## src/rtl/codec_pkg.sv

```systemverilog
// Shared types and widths for the XOR codec and the arbiter that feeds it.
package codec_pkg;

  localparam int DATA_W = 64;

  typedef enum logic {
    REQ_TX = 1'b0,
    REQ_RX = 1'b1
  } req_id_t;

  typedef enum logic {
    BUF_EMPTY = 1'b0,
    BUF_FULL  = 1'b1
  } buf_state_t;

  function automatic logic [1:0] req_onehot(input req_id_t id);
    return (id == REQ_RX) ? 2'b10 : 2'b01;
  endfunction

endpackage

```

## src/rtl/codec.sv

```systemverilog
// Stateless XOR codec: output is the operand masked with the key.
module codec #(
  parameter int DATA_W = codec_pkg::DATA_W
) (
  input  logic [DATA_W-1:0] data_i,
  input  logic [DATA_W-1:0] key,
  output logic [DATA_W-1:0] data_o
);

  assign data_o = data_i ^ key;

endmodule

```

## src/rtl/codec_arbiter.sv

```systemverilog
// Round-robin share of one XOR codec between the TX (req 0) and RX (req 1)
// paths, with the key register and a one-entry result buffer.
//
// state     | meaning
// BUF_EMPTY | no result held, rsp_valid = 0
// BUF_FULL  | result held for buf_owner until that requester drains it
module codec_arbiter
  import codec_pkg::*;
#(
  parameter int DATA_W = codec_pkg::DATA_W
) (
  input  logic              clk,
  input  logic              rst_n,
  input  logic              key_wr_en,
  input  logic [DATA_W-1:0] key_wr_data,
  output logic              key_valid,
  input  logic [1:0]        req_valid,
  output logic [1:0]        req_ready,
  input  logic [DATA_W-1:0] req_data0,
  input  logic [DATA_W-1:0] req_data1,
  output logic [1:0]        rsp_valid,
  input  logic [1:0]        rsp_ready,
  output logic [DATA_W-1:0] rsp_data,
  output logic              busy
);

  logic [DATA_W-1:0] key_q;
  logic              key_valid_q;
  logic [DATA_W-1:0] buf_data;
  req_id_t           buf_owner;
  req_id_t           last_q;
  req_id_t           grant_id;
  logic              grant_valid;
  logic              drain;
  logic              avail;
  logic              fire;
  logic [DATA_W-1:0] codec_in;
  logic [DATA_W-1:0] codec_out;
  buf_state_t        state;
  buf_state_t        state_next;

  always_ff @(posedge clk or negedge rst_n) begin
    if (!rst_n) begin
      key_q       <= '0;
      key_valid_q <= 1'b0;
    end else if (key_wr_en) begin
      key_q       <= key_wr_data;
      key_valid_q <= 1'b1;
    end
  end

  assign key_valid = key_valid_q;

  // Contested cycles go to whoever was not served last.
  always_comb begin
    grant_valid = |req_valid;
    grant_id    = REQ_TX;
    case (req_valid)
      2'b01:   grant_id = REQ_TX;
      2'b10:   grant_id = REQ_RX;
      2'b11:   grant_id = (last_q == REQ_TX) ? REQ_RX : REQ_TX;
      default: grant_id = REQ_TX;
    endcase
  end

  assign busy      = (state == BUF_FULL);
  assign drain     = busy & rsp_ready[buf_owner];
  assign avail     = ~busy | drain;
  assign req_ready = (key_valid_q && grant_valid && avail) ? req_onehot(grant_id) : 2'b00;
  assign fire      = |(req_ready & req_valid);
  assign rsp_valid = busy ? req_onehot(buf_owner) : 2'b00;
  assign rsp_data  = buf_data;

  assign codec_in = (grant_id == REQ_RX) ? req_data1 : req_data0;

  codec #(
    .DATA_W (DATA_W)
  ) u_codec (
    .data_i (codec_in),
    .key    (key_q),
    .data_o (codec_out)
  );

  always_ff @(posedge clk or negedge rst_n) begin
    if (!rst_n) begin
      state <= BUF_EMPTY;
    end else begin
      state <= state_next;
    end
  end

  always_comb begin
    state_next = state;
    case (state)
      BUF_EMPTY: if (fire)           state_next = BUF_FULL;
      BUF_FULL:  if (drain && !fire) state_next = BUF_EMPTY;
      default:                       state_next = BUF_EMPTY;
    endcase
  end

  // The codec sees the pre-edge key, so a same-cycle key write does not leak in.
  always_ff @(posedge clk or negedge rst_n) begin
    if (!rst_n) begin
      buf_data  <= '0;
      buf_owner <= REQ_TX;
      last_q    <= REQ_RX;
    end else if (fire) begin
      buf_data  <= codec_out;
      buf_owner <= grant_id;
      last_q    <= grant_id;
    end
  end

endmodule

```

## config.mk

```make
export PLATFORM = sky130hd
export DESIGN_NAME = codec_arbiter
export DESIGN_NICKNAME = d
export VERILOG_FILES = /design/src/rtl/codec_pkg.sv /design/src/rtl/codec.sv /design/src/rtl/codec_arbiter.sv
export SDC_FILE = /design/constraint.sdc
export NUM_CORES = 1
export LEC_CHECK = 0
export CAP_MARGIN = 10
export CELL_PAD_IN_SITES_DETAIL_PLACEMENT = 0
export CELL_PAD_IN_SITES_GLOBAL_PLACEMENT = 1
export CORE_MARGIN = 5
export CORE_UTILIZATION = 33
export CTS_CLUSTER_DIAMETER = 120
export DETAILED_ROUTE_END_ITERATION = 7
export PLACE_DENSITY = 0.86
export SETUP_SLACK_MARGIN = 0.2
export SKIP_LAST_GASP = 1
export SYNTH_ARGS = -nofsm -noshare
export SYNTH_HDL_FRONTEND = slang
export SYNTH_HIERARCHICAL = 1
export SYNTH_SLANG_ARGS = --single-unit
```

## constraint.sdc

```tcl
create_clock -name clk -period 2.6 [get_ports clk]
set_clock_uncertainty 0.2 [all_clocks]
set_input_delay 0.52 -clock clk [delete_from_list [all_inputs] [get_ports clk]]
set_output_delay 0.52 -clock clk [all_outputs]
set_load 0.1 [all_outputs]
```

==> results.py, run 1 <==
metrics = {
    "outcome": {
        "status": "complete, no violations",
    },
    "routing": {
        "drcViolationCount": 0,
        "top_layer_used": "met4",
        "drt_first_pass_iters": 4,
        "route.vias.total": 4454,
        "wl_met3_um": 1200,
        "dr_wl_met2_um": 8770,
        "vias_per_cell": 4.64,
        "postRouteAntennaNets": 0,
        "m1WireLength_um": 7130,
        "post_drt_wl_per_cell_um": 18.1,
        "totalWireLength_um": 17300,
        "dr.first_iter.drc_count": 85,
    },
    "layout": {
        "syn_to_final_growth_pct": 58.6,
        "drive_gt1_share_pct": 41.3,
        "layout.nets": 911,
        "utilization_pct": 53.1,
        "mostFrequentLayoutCells": "clkdlybuf4s50_1 (192), mux2_2 (165), dfrtp_1 (128)",
        "final_common_cell": "clkdlybuf4s50_1",
    },
    "timing": {
        "slew_headroom_pct": 61.9,
        "fmax_mhz": 427,
        "hold_violations": 0,
        "slew_viol_final": 0,
        "setup_viol_count_final": 0,
        "tns_ns": 0,
        "tightest_slew_ns": 0.572,
        "min_period_over_period_pct": 90.0,
        "rsz0062_at_grt": "yes",
        "fin_crit_ns": 2.34,
    },
    "clocking": {
        "clk_pin_slew_worst_paths_ns": 0.06,
        "cts_tree": "yes",
        "cts_buffers": 17,
        "cts.htree.levels": 4,
        "ctsRootBufferMaster": "clkbuf_16",
        "clk_latency_ns": 0.40,
        "cts_max_path_buffers": 2,
        "clock-sinks": 132,
    },
    "floorplan": {
        "start_util_pct": 33.5,
        "die_y_um": 148,
        "fp-row-count": 50,
        "die_w_um": 148,
        "die_area_um2": 21800,
        "core_area_um2": 18700,
        "pin_count": 269,
    },
    "logic_synthesis": {
        "synth_warnings": 6,
        "synth_fa_ha_area_share_pct": 0,
        "netlist_area_um2": 6260,
        "synth_xor_area_share_pct": 8.95,
        "ys_ff_latch": 132,
        "syn_inst": 426,
        "yosys-mux-area-fraction_pct": 34.9,
        "syn_nets": 625,
        "yosysUniqueCellTypes": 21,
        "synth_seq_area_share_pct": 52.8,
        "synth_compound_area_share_pct": 0.679,
        "avgSynthCellArea_um2": 14.7,
        "synth_top_family_by_area": "multiplexers",
        "synth-simple-area-share_pct": 0.719,
    },
    "min_path": {
        "min_path_type": "flip-flop to flip-flop",
    },
    "pwr": {
        "vdd_drop_max_mv": 0.896,
        "power_leakage_nw": 4.22,
        "power_density_nw_per_um2": 1050,
        "total_power_mw": 10.4,
    },
    "worst_setup_path": {
        "crit_fanout": 4,
        "setup.worst_path.start_class": "flip-flop",
        "critPathKind": "flip-flop to output port",
        "end_kind": "output port",
        "critPathArrivalTime_ns": 1.62,
        "cp.required_ns": 1.88,
    },
    "global_routing": {
        "grt_util_all_layers_pct": 15.8,
        "overflow": 0,
        "grt_pass1_wl_um": 26900,
        "grt_antenna_before_repair": 1,
        "grt_pass1_vias": 4911,
        "grt_max_degree": 59,
    },
    "place": {
        "dp_hpwl_um": 12800,
        "port_buffers": 268,
        "place_congestion": 0.780,
    },
    "run": {
        "cap_violations": 0,
    },
}
==> metal layers <==
| metal | GRT usage (%) | vias up |
|---|---|---|
| li1 | - | 2065 |
| met3 | 5.09 | 19 |
| met5 | 0 | - |
| met1 | 19.1 | 2215 |
| met4 | 4.99 | 0 |
| met2 | 26.9 | 155 |
==> stage by stage <==
stage | hold slack [ns] | cells | setup slack, ns | area [um2]
3_5_place_dp | 0.278 | 919 | -0.0981 | 9170
6_report | 0.286 | 959 | 0.260 | 9940
5_1_grt | 0.310 | 959 | 0.174 | 9940
2_1_floorplan | 0.0244 | 426 | 0.0569 | 6290
4_1_cts | 0.291 | 957 | 0.202 | 9930
3_3_place_gp | 0.272 | 919 | -0.0755 | 9170
==> cell usage after synthesis, drive strengths merged <==
cell / count / area (um2)
and2: 2 / 12.5
nor2b: 3 / 18.8
o22a: 1 / 8.76
o21a: 1 / 7.51
a21boi: 1 / 7.51
a21oi: 2 / 13.8
inv: 1 / 3.75
o21ai: 1 / 5.00
mux2: 193 / 2170
or2: 1 / 6.26
mux2i: 1 / 10.0
xor2: 64 / 561
dfstp: 1 / 26.3
buf: 19 / 116
dfrtp: 131 / 3280
nand2: 2 / 7.51
clkbuf: 2 / 7.51
==> cell type report <==
cell class              instances  area (um2)
well taps                     234         293
clock inverters                12         203
repair buffers                288        2800
flip-flops and latches        132        3310
diodes                          1        2.50
clock buffers                  19         453
inverters                       1        3.75
multi-input cells             272        2880
fillers                      1577        8770
==> power by group <==
| part | switching, mW | internal [mW] | leakage [nW] | total, mW |
|---|---|---|---|---|
| Clock | 0.884 | 1.75 | 0.319 | 2.64 |
| Sequential | 0.283 | 2.54 | 1.54 | 2.82 |
| Combinational | 3.57 | 1.41 | 2.37 | 4.98 |
==> worst max-delay path, cell delays in order, from the launching register on <==
cell     delay, ns
dfrtp_2       0.43
mux2i_2       0.18
a21oi_4       0.22
nor2b_4       0.20
buf_12        0.18
==> final timing paths <==
kind                                          start                       end  slack [ns]  cells after the start
setup reg to reg                 last_q$_DFFE_PN1P_  rsp_data[56]$_DFFE_PN0P_        0.48                      6
hold / removal             rsp_data[46]$_DFFE_PN0P_  rsp_data[46]$_DFFE_PN0P_        0.29                      1
max in group asynchronous                     rst_n     key_q[50]$_DFFE_PN0P_        1.03                      3
setup / recovery              buf_owner$_DFFE_PN0P_              req_ready[0]        0.26                      4
hold reg to reg            rsp_data[46]$_DFFE_PN0P_  rsp_data[46]$_DFFE_PN0P_        0.29                      1
min in group asynchronous                     rst_n  rsp_data[39]$_DFFE_PN0P_        0.48                      2
==> state kept, by name (all words and copies together), names as in the netlist <==
register and cells:
buf_owner 1, busy 1, key_q 64, key_valid 1, last_q 1, rsp_data 64
==> repair_timing <==
item	CTS	global route
hold buffers	1	0
pin swaps	1	1
setup endpoints to repair	2	2
resized for setup	8	0
gates cloned	2	0
buffers inserted	4	1
endpoints found under the hold margin	55	0
==> cells by family (layout without fill, tap and decap cells) <==
logic type	after synthesis	after routing
mux	194	194
flops	132	132
xor+xnor	64	64
buf+inv	22	320
simple gates	8	8
compound gates	6	6
other cells	0	1
Note: power is estimated with default switching activity, not from simulation.
==> run 2, diff against run 1 <==
- GPL_TIMING_DRIVEN: unset -> 0
==> run 2 against run 1 <==
  * Non-clock buffer count increased by 22
  * Sequential power about the same
  * First-iteration DRC count decreased by 2.4%
  * Register-to-register slack got worse by 0.22 ns
  * Routed wire length increased by 2.9%
  * Sequential share of layout area decreased by 0.75 points
  * Die area unchanged
  * Setup slack got worse by 0.11 ns
==> results.py, run 2 (same netlist as run 1, synthesis figures left out) <==
metrics = {
    "run": {
        "cap_violations": 0,
    },
    "pwr": {
        "internal-power_mw": 5.62,
        "p_comb_share_pct": 47.8,
        "p_sw_share_pct": 45.8,
        "clkPwrFrac_pct": 25.2,
        "p_switching_mw": 4.76,
        "vdd_drop_max_mv": 0.507,
        "power_density_nw_per_um2": 1020,
        "power_leakage_nw": 4.30,
        "p_seq_share_pct": 27.0,
    },
    "floorplan": {
        "die_w_um": 148,
        "die_area_um2": 21800,
        "pin_count": 269,
        "fp-row-count": 50,
        "core_area_um2": 18700,
        "start_util_pct": 33.5,
        "die_y_um": 148,
    },
    "global_routing": {
        "grt_util_all_layers_pct": 16.3,
        "grt_pass1_wl_um": 28000,
        "top_usage_layer": "met2",
        "grt_antenna_before_repair": 0,
        "met1_usage_pct": 18.2,
        "grt_pass1_vias": 5254,
        "overflow": 0,
        "grt_max_degree": 70,
        "use_met3_pct": 6.41,
        "met2_usage_pct": 28.8,
    },
    "place": {
        "place_congestion": 0.764,
        "port_buffers": 267,
        "place_inst": 928,
        "dp_hpwl_um": 13500,
    },
    "timing": {
        "slew_headroom_pct": 32.8,
        "rsz0062_at_grt": "yes",
        "fin_crit_ns": 2.45,
        "min_period_over_period_pct": 94.2,
        "tightest_slew_ns": 1.01,
        "hold_ws_ns": 0.285,
        "hold_violations": 0,
        "slew_viol_final": 0,
        "fmax_mhz": 408,
        "setup_viol_count_final": 0,
    },
    "worst_setup_path": {
        "cp.required_ns": 1.88,
        "crit_fanout": 4,
        "end_kind": "output port",
        "critPathArrivalTime_ns": 1.73,
        "setup.worst_path.start_class": "flip-flop",
        "critPathKind": "flip-flop to output port",
    },
    "routing": {
        "drt_first_pass_iters": 3,
        "postRouteAntennaNets": 0,
        "post_drt_wl_per_cell_um": 18.2,
        "route.vias.total": 4579,
        "totalWireLength_um": 17800,
        "dr.first_iter.drc_count": 83,
        "vias_per_cell": 4.67,
        "drcViolationCount": 0,
    },
    "clocking": {
        "cts_buffers": 17,
        "cts.htree.levels": 4,
        "clk_latency_ns": 0.41,
        "clk_pin_slew_worst_paths_ns": 0.06,
        "ctsRootBufferMaster": "clkbuf_16",
        "clock-sinks": 132,
        "cts_tree": "yes",
        "cts_max_path_buffers": 2,
    },
    "outcome": {
        "status": "complete, no violations",
    },
    "layout": {
        "mostFrequentLayoutCells": "clkdlybuf4s50_1 (192), mux2_2 (165), dfrtp_1 (128)",
        "drive_gt1_share_pct": 34.2,
        "layout.nets": 933,
        "syn_to_final_growth_pct": 62.3,
        "insertedDiodeCount": 0,
        "stdcell_count": 980,
        "final_common_cell": "clkdlybuf4s50_1",
    },
    "min_path": {
        "min_path_type": "flip-flop to flip-flop",
    },
}
-- run 2: changes by cell type in the layout (fill, tap and decap cells not counted), moves of 4 or more --
cell,before,now
buf_6,1,7
dlygate4sd2_1,4,40
buf_12,8,2
buf_8,0,4
buf_2,1,10
clkdlybuf4s15_1,0,27
buf_4,79,17
-- run 2: through the flow --
stage                     total power, mW  setup TNS, ns  cell area, um2  utilization, %  setup WS [ns]
after floorplan                      6.48              0            6290               -         0.0569
after global placement               7.85        -604.22            9250            49.5          -5.18
after detailed placement             7.95         -38.87            9280            49.6          -1.75
after CTS                            10.4              0           10100            53.8          0.118
after global routing                 10.8              0           10200            54.3         0.0766
final                                10.4              0           10200            54.3          0.151
-- run 2: critical path, stage by stage, from the launching register on --
cell	delay, ns
dfrtp_2	0.42
mux2i_2	0.16
a21oi_2	0.17
buf_6	0.14
buf_8	0.10
nor2b_4	0.15
buf_12	0.18
-- run 2: worst paths after layout --
path                                            end  cells past startpoint  slack (ns)                startpoint
max                                    req_ready[0]                      6        0.15     buf_owner$_DFFE_PN0P_
min                        rsp_data[48]$_DFFE_PN0P_                      1        0.28  rsp_data[48]$_DFFE_PN0P_
max reg2reg                rsp_data[33]$_DFFE_PN0P_                     11        0.26     buf_owner$_DFFE_PN0P_
min reg2reg                rsp_data[48]$_DFFE_PN0P_                      1        0.28  rsp_data[48]$_DFFE_PN0P_
max in group asynchronous        last_q$_DFFE_PN1P_                      3        0.97                     rst_n
min in group asynchronous     key_q[36]$_DFFE_PN0P_                      2        0.46                     rst_n
-- run 2: repair_timing --
item / in CTS / in global routing
setup endpoints to repair: 134 / 59
cloned: 0 / 2
resized for setup: 115 / 34
setup buffers: 17 / 1
endpoints found under the hold margin: 63 / 0
hold buffers: 1 / 0
pin swaps: 1 / 0
-- run 2: metal layers --
| layer | routed length, um | vias up |
|---|---|---|
| li1 | - | 2107 |
| met4 | 248 | 0 |
| met2 | 9240 | 165 |
| met5 | 0 | - |
| met3 | 1430 | 23 |
| met1 | 6930 | 2284 |
-- run 2: power groups by stage --
| stage | sequential [mW] | clock, mW | combinational (mW) |
|---|---|---|---|
| 2_1_floorplan | 5.55 | 0 | 0.935 |
| 5_1_grt | 2.87 | 2.79 | 5.14 |
| 6_report | 2.80 | 2.62 | 4.96 |
| 3_3_place_gp | 2.82 | 0 | 5.03 |
| 3_5_place_dp | 2.85 | 0 | 5.10 |
| 4_1_cts | 2.80 | 2.69 | 4.94 |
-- run 2: cell type report --
class                           instances  area, um2
Timing Repair Buffer                  289       2870
Clock buffer                           19        443
Tap cell                              234        293
Fill cell                            1566       8540
Buffer                                 21        174
Multi-Input combinational cell        272       2870
Inverter                                1       3.75
Sequential cell                       132       3310
Clock inverter                         12        204
==> run 3, diff against run 2 <==
- clock period: 2.6 -> 2.8 ns (I/O delays scaled with it)
==> run 3 against run 2 <==
  * Hold slack worse by 0.0057 ns
  * Clock-buffer cell count did not move
  * Core utilization shrank 1.0 points
  * Critical endpoint is now req_ready[1]
==> results.py, run 3 (same netlist as run 1, synthesis figures left out) <==
metrics = {
    "outcome": {
        "status": "complete, no violations",
    },
    "layout": {
        "syn_to_final_growth_pct": 59.3,
        "layout.nets": 923,
        "drive_gt1_share_pct": 32.7,
        "mostFrequentLayoutCells": "clkdlybuf4s50_1 (192), mux2_2 (165), dfrtp_1 (128)",
        "final_common_cell": "clkdlybuf4s50_1",
        "utilization_pct": 53.3,
    },
    "global_routing": {
        "grt_max_degree": 101,
        "grt_pass1_vias": 5063,
        "overflow": 0,
        "grt_util_all_layers_pct": 15.9,
        "grt_pass1_wl_um": 27300,
        "grt_antenna_before_repair": 1,
    },
    "pwr": {
        "p_switching_mw": 4.39,
        "p_sw_share_pct": 46.2,
        "clkPwrFrac_pct": 25.4,
        "internal-power_mw": 5.11,
        "power_density_nw_per_um2": 952,
        "total_power_mw": 9.50,
        "vdd_drop_max_mv": 0.470,
        "power_leakage_nw": 4.24,
        "p_comb_share_pct": 47.3,
        "p_seq_share_pct": 27.3,
    },
    "timing": {
        "fmax_mhz": 384,
        "fin_crit_ns": 2.61,
        "slew_headroom_pct": 31.4,
        "rsz0062_at_grt": "yes",
        "slew_viol_final": 0,
        "fin_ws_ns": 0.194,
        "hold_violations": 0,
        "setup_viol_count_final": 0,
        "min_period_over_period_pct": 93.1,
        "tightest_slew_ns": 1.03,
    },
    "place": {
        "port_buffers": 267,
        "place_congestion": 0.787,
        "dp_hpwl_um": 13000,
        "dp_slack_ns": -1.77,
    },
    "worst_setup_path": {
        "critPathArrivalTime_ns": 1.85,
        "setup.worst_path.start_class": "flip-flop",
        "critPathKind": "flip-flop to output port",
        "crit_fanout": 5,
        "end_kind": "output port",
        "cp.required_ns": 2.04,
    },
    "clocking": {
        "cts_max_path_buffers": 2,
        "clk_pin_slew_worst_paths_ns": 0.06,
        "clock-sinks": 132,
        "ctsRootBufferMaster": "clkbuf_16",
        "cts.htree.levels": 4,
        "cts_buffers": 17,
        "clk_latency_ns": 0.40,
        "cts_tree": "yes",
    },
    "min_path": {
        "min_path_type": "flip-flop to flip-flop",
    },
    "routing": {
        "drcViolationCount": 0,
        "wl_met3_um": 1370,
        "m1WireLength_um": 6840,
        "top_layer_used": "met4",
        "route.vias.total": 4437,
        "dr_wl_met2_um": 8710,
        "dr.first_iter.drc_count": 93,
        "drt_first_pass_iters": 4,
        "totalWireLength_um": 17100,
        "post_drt_wl_per_cell_um": 17.6,
        "postRouteAntennaNets": 0,
        "vias_per_cell": 4.57,
    },
    "floorplan": {
        "core_area_um2": 18700,
        "die_y_um": 148,
        "pin_count": 269,
        "fp-row-count": 50,
        "start_util_pct": 33.5,
        "die_w_um": 148,
        "die_area_um2": 21800,
    },
    "run": {
        "cap_violations": 0,
    },
}
==> run 3: critical path, stage by stage, from the launching register on <==
cell     delay (ns)
dfrtp_2        0.47
mux2i_4        0.21
a21oi_2        0.18
buf_6          0.14
buf_8          0.10
and2_2         0.17
buf_12         0.17
==> run 3: power groups by stage <==
stage                     Sequential, mW  Combinational, mW  Clock [mW]
after global placement              2.62               4.68           0
after detailed placement            2.65               4.72           0
final                               2.60               4.50        2.41
after global routing                2.66               4.66        2.57
after floorplan                     5.15              0.867           0
after CTS                           2.60               4.53        2.48
==> run 3: final timing paths <==
kind / startpoint / end / slack (ns) / cells past startpoint
worst max-delay path: buf_owner$_DFFE_PN0P_ / req_ready[1] / 0.19 / 6
worst min-delay path: rsp_data[42]$_DFFE_PN0P_ / rsp_data[42]$_DFFE_PN0P_ / 0.28 / 1
worst max register to register: last_q$_DFFE_PN1P_ / rsp_data[44]$_DFFE_PN0P_ / 0.55 / 7
worst min register to register: rsp_data[42]$_DFFE_PN0P_ / rsp_data[42]$_DFFE_PN0P_ / 0.28 / 1
max in group asynchronous: rst_n / busy$_DFF_PN0_ / 1.13 / 3
min in group asynchronous: rst_n / key_q[60]$_DFFE_PN0P_ / 0.41 / 2
==> run 3: final cells by class <==
type	count	area (um2)
fill	1589	8730
sequential	132	3310
multi-input combinational	272	2880
timing repair buffer	279	2710
clock buffer	19	433
tap	234	293
clock inverter	12	205
buffer	21	148
inverter	1	3.75
antenna	1	2.50
==> run 3: what timing repair did <==
item / in CTS / in global routing
hold buffers: 1 / 0
pin swaps: 1 / 0
gates resized for setup: 103 / 4
hold endpoints to repair: 32 / 0
setup buffers: 8 / 2
endpoints found under the setup margin: 134 / 4
==> run 3: per-layer routing <==
metal	up-vias	global-route usage, %
met5	-	0
met4	0	4.29
met3	13	5.95
met2	149	27.3
met1	2188	18.8
li1	2087	-
==> run 3: metrics by stage <==
step	std cells	TNS (ns)	cell area (um2)	hold slack, ns
after floorplan	426	0	6280	0.0644
after global placement	927	-589.49	9250	0.268
after detailed placement	928	-37.87	9280	0.275
after CTS	968	0	9960	0.281
after global routing	971	0	9980	0.296
final	971	0	9980	0.279
==> RTL change 1 (flow settings as in run 3) <==
The package constant `DATA_W` goes from 64 to 72.
--- a/src/rtl/codec_pkg.sv
+++ b/src/rtl/codec_pkg.sv
@@ -1,7 +1,7 @@
 // Shared types and widths for the XOR codec and the arbiter that feeds it.
 package codec_pkg;
 
-  localparam int DATA_W = 64;
+  localparam int DATA_W = 72;
 
   typedef enum logic {
     REQ_TX = 1'b0,
Ports: changed (resized key_wr_data, req_data0, req_data1 and rsp_data); port bits go from 269 to 301. The function was not compared with the original's and may differ.
==> RTL change 1 against run 3 <==
Sequential cell count up 16; combinational power is 12% higher; final area increased by 10%; sequential power is 11% higher; count of clock-buffer cells in the layout increased by 2; routed wire length increased by 9.9%; critical endpoint unchanged; hold slack lost 0.0036 ns; cell count rose by 12%; power up 5.8%; critical path depth is the same; setup slack better by 0.044 ns; utilization is 0.94 points lower; synthesized area increased by 12%; non-clock buffer count increased by 32.
==> RTL change 1: results <==
[worst_setup_path]
worst_ep_arrival_time_ns = 1.80
cp_max_fo = 4
cp_top_family = flip-flops

[synth]
syn-num-nets = 700
synth_compound_area_frac = 0.00605
ys_top_cells_by_count = mux2_2 (169), dfrtp_1 (147), xor2_1 (72)
yosysSeqAreaShare = 0.526
yosysUniqueCellTypes = 20
avgSynthCellArea_sq_um = 14.8
synth_xor_area_frac = 0.0896
synth-adder-area-share = 0
muxShareOfSynthArea = 0.349
ys_top_cells_by_area = dfrtp_1 (52%), mux2_2 (27%), xor2_1 (9.0%)

[power_and_ir_drop]
clk-power_mw = 2.14
net-switching-power_mw = 4.84
p_leak_nw = 4.67
p_seq_frac = 0.288
p_per_area_nw_per_um2 = 913

[final_layout]
antenna_cells = 0
stdcell_count = 1089
multi_input_area_sq_um = 3220
seq_share = 0.337
buffer_area_frac = 0.289
largest_class = registers
layout.nets = 1027
clockNetworkAreaShare = 0.0499
clock_buffers = 21
num-multi-input-gates = 304
fillers = 1882
area_growth_syn_to_layout_pct = 56.5
num-nonclk-inverters = 1
design_area_sq_um = 11000

[place]
place_area_sq_um = 10400
dp_hpwl_microns = 14600
pre_cts_slack_ns = -1.57
numPortBuffers = 299
gp_congestion = 0.721

[cts]
cts.sinks = 148
cts_resized = 111
postCtsSetupRepairBufs = 6

[detailed_routing]
routed_wl_microns = 18800
vias_per_cell = 4.51
drtIter0Drc = 77

[run_status]
status = finished clean

[global_routing]
grt_use_total = 0.154
grt_pass1_vias = 5267
grt_start_max_net_pins = 81
grt_pass1_wl_microns = 29000

[timing]
worst_pin_slew_ns = 1.05
==> RTL change 1: worst paths after layout <==
| check | start | end | slack (ns) | depth (start not counted) |
|---|---|---|---|---|
| max | buf_owner$_DFFE_PN0P_ | req_ready[1] | 0.24 | 6 |
| min | rsp_data[68]$_DFFE_PN0P_ | rsp_data[68]$_DFFE_PN0P_ | 0.28 | 1 |
| max reg2reg | last_q$_DFFE_PN1P_ | rsp_data[52]$_DFFE_PN0P_ | 0.64 | 6 |
| min reg2reg | rsp_data[68]$_DFFE_PN0P_ | rsp_data[68]$_DFFE_PN0P_ | 0.28 | 1 |
| max in group asynchronous | rst_n | last_q$_DFFE_PN1P_ | 0.99 | 3 |
| min in group asynchronous | rst_n | key_q[40]$_DFFE_PN0P_ | 0.55 | 2 |
==> RTL change 1: per-layer routing <==
layer	vias to the layer above	global-route usage	part of all wire
met5	-	0	0.00058
met2	186	0.262	0.49
met1	2387	0.186	0.41
li1	2312	-	-
met4	2	0.0375	0.012
met3	20	0.0560	0.091
==> RTL change 2 (settings of run 3) <==
Without the edit above. Make the reset (`rst_n`) synchronous in 3 clocked blocks.
--- a/src/rtl/codec_arbiter.sv
+++ b/src/rtl/codec_arbiter.sv
@@ -39,7 +39,7 @@
   buf_state_t        state;
   buf_state_t        state_next;
 
-  always_ff @(posedge clk or negedge rst_n) begin
+  always_ff @(posedge clk) begin
     if (!rst_n) begin
       key_q       <= '0;
       key_valid_q <= 1'b0;
@@ -81,7 +81,7 @@
     .data_o (codec_out)
   );
 
-  always_ff @(posedge clk or negedge rst_n) begin
+  always_ff @(posedge clk) begin
     if (!rst_n) begin
       state <= BUF_EMPTY;
     end else begin
@@ -99,7 +99,7 @@
   end
 
   // The codec sees the pre-edge key, so a same-cycle key write does not leak in.
-  always_ff @(posedge clk or negedge rst_n) begin
+  always_ff @(posedge clk) begin
     if (!rst_n) begin
       buf_data  <= '0;
       buf_owner <= REQ_TX;
Check against the original RTL: differs if rst_n is asserted again (counterexample within 4 cycles, from zero or initial values and one cycle with rst_n low); with rst_n held inactive, the same outputs for 10 cycles.
==> RTL change 2 against run 3 <==
Via count up 20%; synthesized area about the same; critical endpoint is now req_ready[0]; sequential cell count unchanged; critical path type unchanged; routed wire length up 12%; global-route usage up 1.2 points; final area down 0.87%; setup slack better by 0.062 ns; maximum frequency up 2.4%; first-iteration DRC count down 16%.
Power is not compared: it rests on default switching activity, and its combinational part moved more than twofold at a synthesized area within 25%.
==> RTL change 2: results <==
[synth]
synth_xor_area_frac = 0.0895
synth_compound_area_frac = 0.00879
ys_top_cells_by_count = dfxtp_1 (132), mux2i_1 (129), nand2_1 (129)
syn-num-nets = 840
synthArstFlopShare = 0
yosysSeqAreaShare = 0.422
ys_warn_count = 6
synth-adder-area-share = 0
muxShareOfSynthArea = 0.321
yosysUniqueCellTypes = 21
ys_top_cells_by_area = dfxtp_1 (42%), mux2i_1 (21%), mux2_2 (12%)
synthCells = 641

[timing]
hold_ws_ns = 0.249
fin_crit_sh = 0.909
slew_headroom = 0.321

[detailed_routing]
routed_wl_microns = 19100
first_pass_iters = 4
wl_per_cell_microns = 16.2
drtIter0Drc = 78
vias_per_cell = 4.48

[worst_setup_path]
reg2regPathDepth = 8
cp_slowest_cell = dfxtp_2
crit_start = buf_owner$_SDFFE_PN0P_
r2r-start = last_q$_SDFFE_PN1P_
r2r-end = rsp_data[24]$_SDFFE_PN0P_
crit_end = req_ready[0]
critPathMaxStageDelay_ns = 0.41
worst_ep_arrival_time_ns = 1.78
cp_max_fo = 6
regToRegSetupSlack_ns = 0.70

[place]
dp_hpwl_microns = 14400
gp_congestion = 0.747
pre_cts_slack_ns = -1.17
place_area_sq_um = 9240

[cts]
htree_num_levels = 4
clk_pin_slew_ns = 0.05
clockRootBuffer = clkbuf_16

[global_routing]
grt_start_max_net_pins = 17
grt_pass1_vias = 5471
grt_use_total = 0.171
grt_pass1_wl_microns = 29200
antenna_found_initial = 2

[run_status]
status = finished clean

[final_layout]
drive_gt1_frac = 0.148
layout.nets = 1137

[power_and_ir_drop]
switching_share = 0.309
p_leak_nw = 4.49

[worst_hold_path]
hold_class = reg -> reg
min_path_cells = 2
-- RTL change 2: worst max-delay path: cells and delay by family, from the launching register on --
family	cells	cell delay, ns
DFF	1	0.41
buffers and inverters	3	0.42
and+or+nand+nor	1	0.15
AOI/OAI and AO/OA	1	0.10
muxes	1	0.29
-- RTL change 2: what timing repair did --
item / 4_1_cts / 5_1_grt
resized for setup: 97 / 11
endpoints found under the hold margin: 0 / 0
pin swaps: 2 / 1
setup endpoints to repair: 70 / 3
buffers inserted: 5 / 6
-- RTL change 2: area by class of cell --
| type | count | area (sq um) |
|---|---|---|
| timing repair buffer | 278 | 2690 |
| inverter | 3 | 11.3 |
| clock inverter | 10 | 133 |
| fill | 1768 | 8810 |
| buffer | 42 | 248 |
| clock buffer | 20 | 457 |
| tap | 234 | 293 |
| antenna | 2 | 5.00 |
| sequential | 132 | 2650 |
| multi-input combinational | 464 | 3410 |
-- RTL change 2: how the worst min path moves through the flow --
stage / to / from
final: rsp_data[16]$_SDFFE_PN0P_ / rsp_data[16]$_SDFFE_PN0P_
after floorplan: last_q$_SDFFE_PN1P_ / last_q$_SDFFE_PN1P_
after detailed placement: rsp_data[39]$_SDFFE_PN0P_ / rsp_data[39]$_SDFFE_PN0P_
after global routing: rsp_data[30]$_SDFFE_PN0P_ / rsp_data[30]$_SDFFE_PN0P_
after CTS: rsp_data[16]$_SDFFE_PN0P_ / rsp_data[16]$_SDFFE_PN0P_
after global placement: rsp_data[17]$_SDFFE_PN0P_ / rsp_data[17]$_SDFFE_PN0P_
-- RTL change 2: metal layers --
metal,track usage,up-vias,wire length [microns]
li1,-,2706,-
met1,0.200,2425,8120
met2,0.295,164,9280
met3,0.0632,15,1480
met4,0.0457,0,258
met5,0,-,0
